`config.mk`:
```
export PLATFORM = sky130hd
export DESIGN_NAME = led_pwm_fader
export DESIGN_NICKNAME = d
export VERILOG_FILES = /design/src/rtl/led_pwm_fader.sv
export SDC_FILE = /design/constraint.sdc
export NUM_CORES = 1
export LEC_CHECK = 0
export BUFFER_PORTS_ARGS = -buffer_cell sky130_fd_sc_hd__buf_2
export CAP_MARGIN = 20
export CORE_MARGIN = 2
export CORE_UTILIZATION = 50
export DETAILED_ROUTE_END_ITERATION = 10
export PLACE_DENSITY_LB_ADDON = 0.05
export SYNTH_ARGS = -nofsm -noshare
export SYNTH_HDL_FRONTEND = slang
export SYNTH_SLANG_ARGS = --single-unit
```
`constraint.sdc`:
```
create_clock -name clk -period 6.1 [get_ports clk]
set_input_delay 0.61 -clock clk [delete_from_list [all_inputs] [get_ports clk]]
set_output_delay 0.61 -clock clk [all_outputs]
set_load 0.005 [all_outputs]
```
`src/rtl/led_pwm_fader.sv`:
```
// led_pwm_fader: per-LED PWM driver that fades each LED toward its target brightness.
// Latency: pattern_in registered once; levels move on fade ticks; leds_out/fade_busy registered.
// Backpressure: none; pattern_in and max_level are level-sampled continuously.
//
// Ports:
//   clk        system clock
//   rst_n      asynchronous active-low reset
//   pattern_in 8-bit on/off pattern, bit i drives LED i
//   max_level  brightness ceiling used as the "on" target (unregistered)
//   leds_out   PWM-modulated LED drive (registered)
//   fade_busy  high while any LED level differs from its target (registered, one cycle behind)
module led_pwm_fader #(
  parameter int CLK_FREQ  = 25_000_000,
  parameter int FADE_DIV  = CLK_FREQ / 1000,
  parameter int FADE_STEP = 8
) (
  input  logic       clk,
  input  logic       rst_n,
  input  logic [7:0] pattern_in,
  input  logic [7:0] max_level,
  output logic [7:0] leds_out,
  output logic       fade_busy
);

  // Tick counter needs at least one bit even when FADE_DIV == 1.
  localparam int            TW        = (FADE_DIV > 1) ? $clog2(FADE_DIV) : 1;
  localparam logic [TW-1:0] TICK_LAST = TW'(FADE_DIV - 1);
  localparam logic [8:0]    STEP9     = 9'(FADE_STEP);

  logic [7:0]    pat_q;
  logic [7:0]    pwm_cnt_q;
  logic [7:0]    pwm_cnt_d;
  logic [TW-1:0] tick_cnt_q;
  logic [TW-1:0] tick_cnt_d;
  logic          tick;

  logic [7:0] level_q [8];
  logic [7:0] level_d [8];
  logic [7:0] target  [8];
  logic [8:0] up_diff [8];
  logic [8:0] dn_diff [8];

  logic [7:0] leds_q;
  logic [7:0] leds_d;
  logic       busy_q;
  logic       busy_d;

  always_comb begin
    tick       = (tick_cnt_q == TICK_LAST);
    tick_cnt_d = tick ? '0 : tick_cnt_q + 1'b1;
    pwm_cnt_d  = pwm_cnt_q + 8'd1;
    busy_d     = 1'b0;
    leds_d     = '0;
    for (int i = 0; i < 8; i++) begin
      target[i]  = pat_q[i] ? max_level : 8'd0;
      // 9-bit differences so the step clamp can never wrap.
      up_diff[i] = {1'b0, target[i]} - {1'b0, level_q[i]};
      dn_diff[i] = {1'b0, level_q[i]} - {1'b0, target[i]};
      level_d[i] = level_q[i];
      // Compare uses the pre-update level, so a tick on a PWM wrap has no interaction.
      leds_d[i]  = (level_q[i] > pwm_cnt_q);
      busy_d     = busy_d | (level_q[i] != target[i]);
      if (tick) begin
        if (level_q[i] < target[i]) begin
          level_d[i] = level_q[i] + ((up_diff[i] > STEP9) ? STEP9[7:0] : up_diff[i][7:0]);
        end else if (level_q[i] > target[i]) begin
          level_d[i] = level_q[i] - ((dn_diff[i] > STEP9) ? STEP9[7:0] : dn_diff[i][7:0]);
        end
      end
    end
  end

  always_ff @(posedge clk or negedge rst_n) begin
    if (!rst_n) begin
      pat_q      <= '0;
      pwm_cnt_q  <= '0;
      tick_cnt_q <= '0;
      leds_q     <= '0;
      busy_q     <= 1'b0;
      for (int i = 0; i < 8; i++) begin
        level_q[i] <= '0;
      end
    end else begin
      pat_q      <= pattern_in;
      pwm_cnt_q  <= pwm_cnt_d;
      tick_cnt_q <= tick_cnt_d;
      leds_q     <= leds_d;
      busy_q     <= busy_d;
      for (int i = 0; i < 8; i++) begin
        level_q[i] <= level_d[i];
      end
    end
  end

  assign leds_out  = leds_q;
  assign fade_busy = busy_q;

endmodule
```
# Word level (Yosys, flattened, before mapping)
# Cells that the tools add are included.
# word_totals
register_bits	104
latchBits	0
ramBits	0
rom_bits	0
inputBits	18
out_inout_bits	9
elab_cells	160
mem_count	0
# classes
n_addsub	34
multipliers	0
div	0
magnitude_cmp	40
eq_ne	9
shifts	0
mux	41
bitwise	7
n_reduce_logical	16
# ops
operator	count
$mux 8	40
$gt 9x4->1 const B	16
$sub 8x8->9	16
$gt 8x8->1	16
$add 8x8->8	8
$lt 8x8->1	8
$ne 8x8->1	8
$sub 8x8->8	8
$reduce_and 2->1	8
$reduce_bool 2->1	8
$add 15x1->15 const B	1
$eq 15x15->1 const B	1
$mux 15	1
$add 8x1->8 const B	1
$or 1x1->1	7

# Depth between registers and ports, before layout
# Gate-level depths: netlist (run 1).
# depth
depth_word	9
mapped_depth	23
ltp_nobuf	21

# Worst setup path after synthesis (run 1)
# No wires, ideal clock.
# synth_timing
kind	in2reg
from	input max_level[0]
to	register level_q[23] in the netlist's numbering
setup_ns	0.071
arrival_time_ns	5.095
t_required_ns	6.029
slack_ns	0.934
cell_stages	19
n_path_buf	1
cell_sequence	buf_2 nand2_1 ha_1 fa_1 nand2b_1 a211oi_1 mux2i_1 a221oi_1 nand3_1 or2_2 ha_1 a22oi_1 ha_1 nor2b_1 o2111ai_1 nand3_1 o41ai_1 or4b_1 nand4_1
# synth_via
elab_chain_len	7
word_cells_on_any_way	15
cone_classes	add/sub (4); order compare (4); mux (5); reduce/logical (2)
# synth_lines
item	line_no	rtl
start, declared	20	input logic [7:0] max_level,
$mux 8 (*)	55	target[i] = pat_q[i] ? max_level : 8'd0;
$sub 8x8->9	58	dn_diff[i] = {1'b0, level_q[i]} - {1'b0, target[i]};
$gt 9x4->1	67	level_d[i] = level_q[i] - ((dn_diff[i] > STEP9) ? STEP9[7:0] : dn_diff[i][7:0]);
$mux 8	67	
$sub 8x8->8	67	
$mux 8	66	end else if (level_q[i] > target[i]) begin
$mux 8	64	if (level_q[i] < target[i]) begin
end signal, assigned by index	90	level_q[i] <= level_d[i];
end, declared	37	logic [7:0] level_q [8];
# Mark *: on every way between the ends. The rest lies on a longest branch, timed or not. The select of a mux whose other input is x is not followed.
# A chain may end at the register's enable or synchronous reset.

# Worst setup path in the final report (run 1)
# layout_timing
from	register pat_q[0]
to	register level_q[63] in the netlist's numbering
# layout_via
elab_chain_len	7
word_cells_on_any_way	15
cone_classes	add/sub (4); order compare (4); mux (5); reduce/logical (2)
# layout_lines
item	line_no	rtl
start, declared	30	logic [7:0] pat_q;
start signal, assigned	84	pat_q <= pattern_in;
$mux 8 (*)	55	
$sub 8x8->9	58	
$gt 9x4->1	67	
$mux 8	67	
$sub 8x8->8	67	
$mux 8	66	
$mux 8	64	
# Marks and branches as above.

==> impl_metrics.ini, run 1 <==
[run_status]
run_status = complete, no violations

[detailed_routing]
drt-pass1-iter-count = 6
drc = 0
drt_first_iter_violations = 1102
number_of_antenna_violating_nets_in_the_routed_design = 0
dr_total_vias = 14200
postRouteWirelength_mm = 42.8
vias_per_cell = 5.94
avgRoutedWirePerCell_um = 17.9

[floorplan]
std_cell_rows = 64
io_pins = 27
dieArea_um2 = 32800
start_util_pct = 51.1
die_height_um = 181
die_w_um = 181
core-area_um2 = 30700

[global_routing]
grt_first_pass_wirelength_mm = 70.2
track_usage_pct = 26.5
grt_start_max_net_pins = 63
grt_use_met3_pct = 3.85
first_global_vias = 13600
grt_antenna_before_repair = 1
globalRoute.busiestLayer = met2
grt.met1_usage_pct = 36.0
grt_overflow = 0
grt.met2_usage_pct = 43.1

[hold_path]
timing.hold.worst.class = input pin to asynchronous set/reset pin

[sta]
maxSlewViolCount = 0
worst_pin_slew_ns = 0.936
relSlewSlack_pct = 37.2
setup-tns-final_ns = 0
grt_setup_unrepaired = no
maximum_clock_frequency_mhz = 185
report.final.hold_viol_count = 0
layout_min_cycle_time_ns = 5.41
finalClockSkew_ns = 0.00953
final_min_period_over_clock_period_pct = 88.8
setup_viol = 0

[placed_design]
io_buffers = 26
hpwl_mm = 32.9
place.gp.congestion = 0.918
dp.cells = 2368

[logic_synthesis]
synthesized_cell_area_um2 = 15700
synth-async-reset-ratio_pct = 100
synth_enable_flop_cells = 0
syn_area_per_cell_um2 = 7.89
netlist-cell-type-count = 72
synth-warning-count = 0
register_bit_total_from_synthesis = 104
post_synthesis_net_count = 2305
seq_area_frac_synth_pct = 16.6
top_reg_cell_synth = dfrtp_1
synthCells = 1989

[job]
maxCapViolCount = 0

[pwr]
design_power_total_mw = 1.96
seq_power_share_pct = 35.7
clock_power_share_pct = 33.3
power.density_nw_per_um2 = 119
power_frac_comb_pct = 31.0
net-switching-power_uw = 699
switching_share_pct = 35.7
cell_internal_pwr_mw = 1.26
p_leak_nw = 7.85
ir_drop_mv = 0.146

[critical_path]
slowest_delay_ns = 0.71
timing.critical_path.buf_inv = 1
start_kind = flop
worst_ep_arrival_time_ns = 5.67
cp_cell_sequence = nand2_1 > inv_1 > ha_1 > nor2b_1 > o31ai_1 > nor2_1 > or4b_2 > nor4_1 > nand2b_1 > ha_1 > a22oi_1 > ha_1 > nor2b_1 > o21ai_0 > a21oi_1 > o41a_1 > and2_1 > a221oi_1 > nand3_1
reg2reg_setup_slack_ns = 0.69
criticalPathCategory = flop to flop
critical_path.max_fanout = 8
crit_family = simple AND/OR/NAND/NOR gates
worstPathRequired_ns = 6.36
crit_top_cell = ha_1
timing.critical_path.slowest_stage_cell = or4b_2
critical_path.endpoint_type = flop

[cts]
cts.root.buffer_cell = clkbuf_16
resized_gates_after_cts = 0
clk_pin_slew_ns = 0.09
post-cts-setup-buffers = 0
tritoncts = done
clock_insertion_delay_at_the_later_pin_of_the_skew_report_ns = 0.38
cts_hold_buf = 0
cts_buffers = 9
clock_path_buffers = 2
cts.sink_count = 104
htreeDepth = 3

[finish]
area_growth_syn_to_layout_pct = 5.12
nets = 2299
top_library_cells_by_usage_in_the_layout_fill_and_taps_aside = ha_1, inv_1, nand2_1, nor2_1, a21oi_1
final_common_cell = ha_1
drive_above_1_share_pct = 5.48
stdcell_count = 2385
routing by layer:
layer / share of wire, % / wire length, um
met1: 48 / 20500
met2: 45 / 19100
met3: 4.2 / 1810
met4: 3.1 / 1340
met5: 0 / 0
sequential cells by signal (all words and copies together) (netlist names):
register	flops
pat_q	8
fade_busy	1
level_q	64
tick_cnt_q	15
leds_out	8
pwm_cnt_q	8
logic make-up (layout without fill, tap and decap cells):
family	after synthesis	count (layout)	share of synthesized area (%)
simple gates	679	679	22.1
compound gates	521	521	21.9
fa+ha+maj	298	298	24.9
buf+inv	238	237	5.79
xor+xnor	118	118	6.58
flops	104	104	16.6
mux	31	31	2.10
other cells	0	1	0
worst register-to-register path, stage by stage, from the launching register on:
cell	delay [ns]
dfrtp_1	0.49
nand2_1	0.23
inv_1	0.07
ha_1	0.30
nor2b_1	0.16
o31ai_1	0.32
nor2_1	0.06
or4b_2	0.71
nor4_1	0.50
nand2b_1	0.12
ha_1	0.31
a22oi_1	0.28
ha_1	0.29
nor2b_1	0.13
o21ai_0	0.20
a21oi_1	0.12
o41a_1	0.40
and2_1	0.21
a221oi_1	0.30
nand3_1	0.11
cell type report:
type / instances / area [um^2]
Clock buffer: 9 / 225
Inverter: 186 / 698
Timing Repair Buffer: 35 / 200
Fill cell: 2937 / 14200
Tap cell: 396 / 495
Antenna cell: 1 / 2.50
Clock inverter: 7 / 85.1
Sequential cell: 104 / 2600
Multi-Input combinational cell: 1647 / 12200
synth_stat cells, types with 11 or more instances:
cell	count	area share, %
a211oi_1	14	0.67
a21o_1	69	3.3
a21oi_1	124	4.0
a22oi_1	11	0.53
a31oi_1	12	0.48
buf_2	13	0.41
clkbuf_1	39	0.93
dfrtp_1	104	17
fa_1	24	3.1
ha_1	274	22
inv_1	186	4.4
mux2_2	15	1.1
mux2i_1	16	1.0
nand2_1	181	4.3
nand2b_1	56	2.2
nand3_1	60	1.9
nand3b_1	14	0.67
nand4_1	37	1.5
nor2_1	126	3.0
nor2b_1	37	1.5
nor3_1	41	1.3
nor3b_1	12	0.57
nor4_1	20	0.80
o2111ai_1	18	1.0
o211ai_1	17	0.81
o21a_1	32	1.5
o21ai_0	122	3.9
o31a_1	12	0.67
o31ai_1	12	0.57
or2_2	22	0.88
or3_1	22	0.88
xnor2_1	64	3.6
xor2_1	54	3.0
per-stage QoR:
step / instance area (um^2) / hold slack (ns) / util [%] / setup WS, ns
CTS: 16500 / 0.272 / 53.7 / 0.756
global placement: 16200 / 0.446 / 52.6 / 0.560
global route: 16500 / 0.300 / 53.7 / 0.208
detailed placement: 16200 / 0.449 / 52.6 / 0.383
floorplan: 15700 / 0.314 / - / 0.934
finish: 16500 / 0.259 / 53.7 / 0.685
path summary, 6_finish.rpt:
kind | startpoint | endpoint | cells past startpoint
setup reg to reg | pat_q[0] | level_q[63] | 19
max in group asynchronous | rst_n | pat_q[6] | 2
setup / recovery | pat_q[0] | level_q[63] | 19
hold / removal | rst_n | level_q[58] | 1
min in group clk | pattern_in[7] | pat_q[7] | 1
hold reg to reg | tick_cnt_q[0] | tick_cnt_q[0] | 1
power groups by stage:
stage                     clock network (mW)  registers (mW)  logic (mW)
after floorplan                            0           0.706       0.462
after global placement                     0           0.713       0.594
after global routing                   0.695           0.700       0.679
after CTS                              0.677           0.699       0.601
final                                  0.653           0.699       0.606
after detailed placement                   0           0.713       0.596
Note: power is estimated with default switching activity, not from simulation.
==> run 2, diff against run 1 <==
ABC_AREA = 1   (was unset)
==> impl_metrics.ini, run 2 <==
[global_routing]
first_global_vias = 13600
track_usage_pct = 25.8
grt_start_max_net_pins = 65
grt_overflow = 0
grt_antenna_before_repair = 0
grt_first_pass_wirelength_mm = 68.4

[logic_synthesis]
post_synth_mux_area_share_pct = 0.143
synthCells = 2360
synth_top_family_by_area = simple AND/OR/NAND/NOR gates
seq_area_frac_synth_pct = 16.5
register_bit_total_from_synthesis = 104
synthDominantCellAreaShare_pct = 21.7
synth-warning-count = 0
synth_largest_area_cell = ha_1
netlist-cell-type-count = 54
syn_area_per_cell_um2 = 6.68
synthTopCellsByCount = nand2_1, inv_1, ha_1
xor_xnor_fraction_of_synth_area_pct = 6.66
synth_enable_flop_cells = 0
post_synth_main_area_contributors = ha_1, dfrtp_1, nand2_1
synthesized_cell_area_um2 = 15800
post_synthesis_net_count = 2676
synth-simple-area-share_pct = 28.1
synth_most_common_cell = nand2_1
top_reg_cell_synth = dfrtp_1
synth-async-reset-ratio_pct = 100
post_synth_fa_ha_maj_area_fraction_pct = 24.8
synth_compound_area_share_pct = 12.6

[sta]
report.final.hold_viol_count = 0
worst_hold_slack_ns = 0.328
worst_pin_slew_ns = 0.896
maxSlewViolCount = 0
setup-tns-final_ns = 0
grt_setup_unrepaired = no
maximum_clock_frequency_mhz = 229
layout_min_cycle_time_ns = 4.37
setup_viol = 0
setup_slack_of_the_critical_path_after_layout_ns = 1.73
final_min_period_over_clock_period_pct = 71.6
finalClockSkew_ns = 0.0116
relSlewSlack_pct = 40.3

[cts]
cts.root.buffer_cell = clkbuf_16
post-cts-setup-buffers = 0
clock_path_buffers = 2
cts_hold_buf = 0
cts.sink_count = 104
clock_insertion_delay_at_the_later_pin_of_the_skew_report_ns = 0.38
htreeDepth = 3
resized_gates_after_cts = 0
tritoncts = done
cts_buffers = 9
clk_pin_slew_ns = 0.08

[critical_path]
criticalPathCategory = input pin to flop
r2r_start = pat_q[5]
critical_path.max_fanout = 8
worstPathRequired_ns = 6.39
critical_path.endpoint_type = flop
critPathLaunch = max_level[0]
worst_ep_arrival_time_ns = 4.66
start_kind = input pin

[floorplan]
die_height_um = 182
dieArea_um2 = 33000
core-area_um2 = 31300
io_pins = 27
die_w_um = 182
std_cell_rows = 65
start_util_pct = 50.4

[detailed_routing]
drc = 0
drt_first_iter_violations = 779
number_of_antenna_violating_nets_in_the_routed_design = 0
postRouteWirelength_mm = 41.4
drt-pass1-iter-count = 5
avgRoutedWirePerCell_um = 14.9
dr_total_vias = 14300
vias_per_cell = 5.17

[placed_design]
dp.cells = 2761
hpwl_mm = 33.1
pre_cts_ws_ns = 1.36
place.gp.congestion = 0.938
io_buffers = 26

[pwr]
design_power_total_mw = 1.94
p_leak_nw = 9.10
power.density_nw_per_um2 = 117
ir_drop_mv = 0.146

[finish]
nets = 2686
antenna-diode-count = 0
final_common_cell = nand2_1
top_library_cells_by_usage_in_the_layout_fill_and_taps_aside = nand2_1, inv_1, ha_1, nor2_1, a21oi_1
stdcell_count = 2777
largest_register = level_q
number_of_flip_flops_in_the_largest_register = 64
area_growth_syn_to_layout_pct = 4.86
largest_registers = level_q x64, tick_cnt_q x15
drive_above_1_share_pct = 4.67

[hold_path]
timing.hold.worst.class = input pin to flop
min_from = pattern_in[0]

[job]
maxCapViolCount = 0

[run_status]
run_status = complete, no violations
## run 2: cell count changes after synthesis, moves of 29 or more
cell      previous run  this run
inv_1              186       415
nor2b_1             37         1
clkbuf_1            39         7
nand2b_1            56         0
xor2_1              54        85
nor2_1             126       188
xnor2_1             64        33
nand3_1             60       118
o21ai_1              3        44
o21ai_0            122        93
o21a_1              32         3
nand2_1            181       604
a21o_1              69         8
## run 2: through the flow
stage | cell area, um^2 | util, %
2_1_floorplan | 15800 | -
3_3_place_gp | 16200 | 51.9
3_5_place_dp | 16200 | 51.9
4_1_cts | 16500 | 52.8
5_1_grt | 16500 | 52.8
6_report | 16500 | 52.8
## run 2: final timing paths
kind,end,slack [ns],cells past startpoint
hold reg to reg,pwm_cnt_q[5],0.49,1
hold / removal,pat_q[0],0.33,1
setup reg to reg,level_q[21],1.73,23
min in group asynchronous,level_q[63],0.35,1
setup / recovery,level_q[29],1.73,22
max in group asynchronous,level_q[21],4.61,2
## run 2: power by group
group          switching, mW  total [mW]  internal (mW)
combinational          0.416       0.641          0.225
sequential           0.00797       0.699          0.691
clock                  0.305       0.597          0.293
## run 2: critical path, stage by stage
cell and delay, ns:
buf_2 0.31, nand2_1 0.15, ha_1 0.24, fa_1 0.42, xnor2_1 0.18, nor3_1 0.28
o21ai_0 0.15, nor3_2 0.26, nand2_1 0.13, ha_1 0.21, nand3b_1 0.15, nand2_1 0.08
nand2_1 0.04, nand2_1 0.06, ha_1 0.26, a21o_1 0.20, a31oi_1 0.31, inv_1 0.08
a21oi_1 0.12, o21ai_0 0.11, xor2_1 0.15, o21ai_0 0.15
## run 2: cell families (layout without fill, tap and decap cells)
kind of cell / Yosys count / count (layout)
fa+ha+maj: 298 / 298
mux: 2 / 2
simple gates: 1036 / 1036
flops: 104 / 104
xor+xnor: 119 / 119
compound gates: 348 / 348
buf+inv: 453 / 468
## run 2: layout make-up
| cell class | count | area (um^2) |
|---|---|---|
| clock buffers | 11 | 243 |
| clock inverters | 5 | 40.0 |
| fillers | 3221 | 14800 |
| inverters | 425 | 1600 |
| multi-input cells | 1803 | 11400 |
| flip-flops and latches | 104 | 2600 |
| well taps | 402 | 503 |
| repair buffers | 27 | 140 |
## run 2: metal layers
| layer | part of all wire [%] | up-vias | routed length (um) | global-route usage, % |
|---|---|---|---|---|
| li1 | - | 7572 | - | - |
| met1 | 50 | 6534 | 20800 | 35.7 |
| met2 | 45 | 197 | 18600 | 43.4 |
| met3 | 2.9 | 42 | 1180 | 2.51 |
| met4 | 1.9 | 0 | 801 | 5.76 |
| met5 | 0 | - | 0 | 0 |
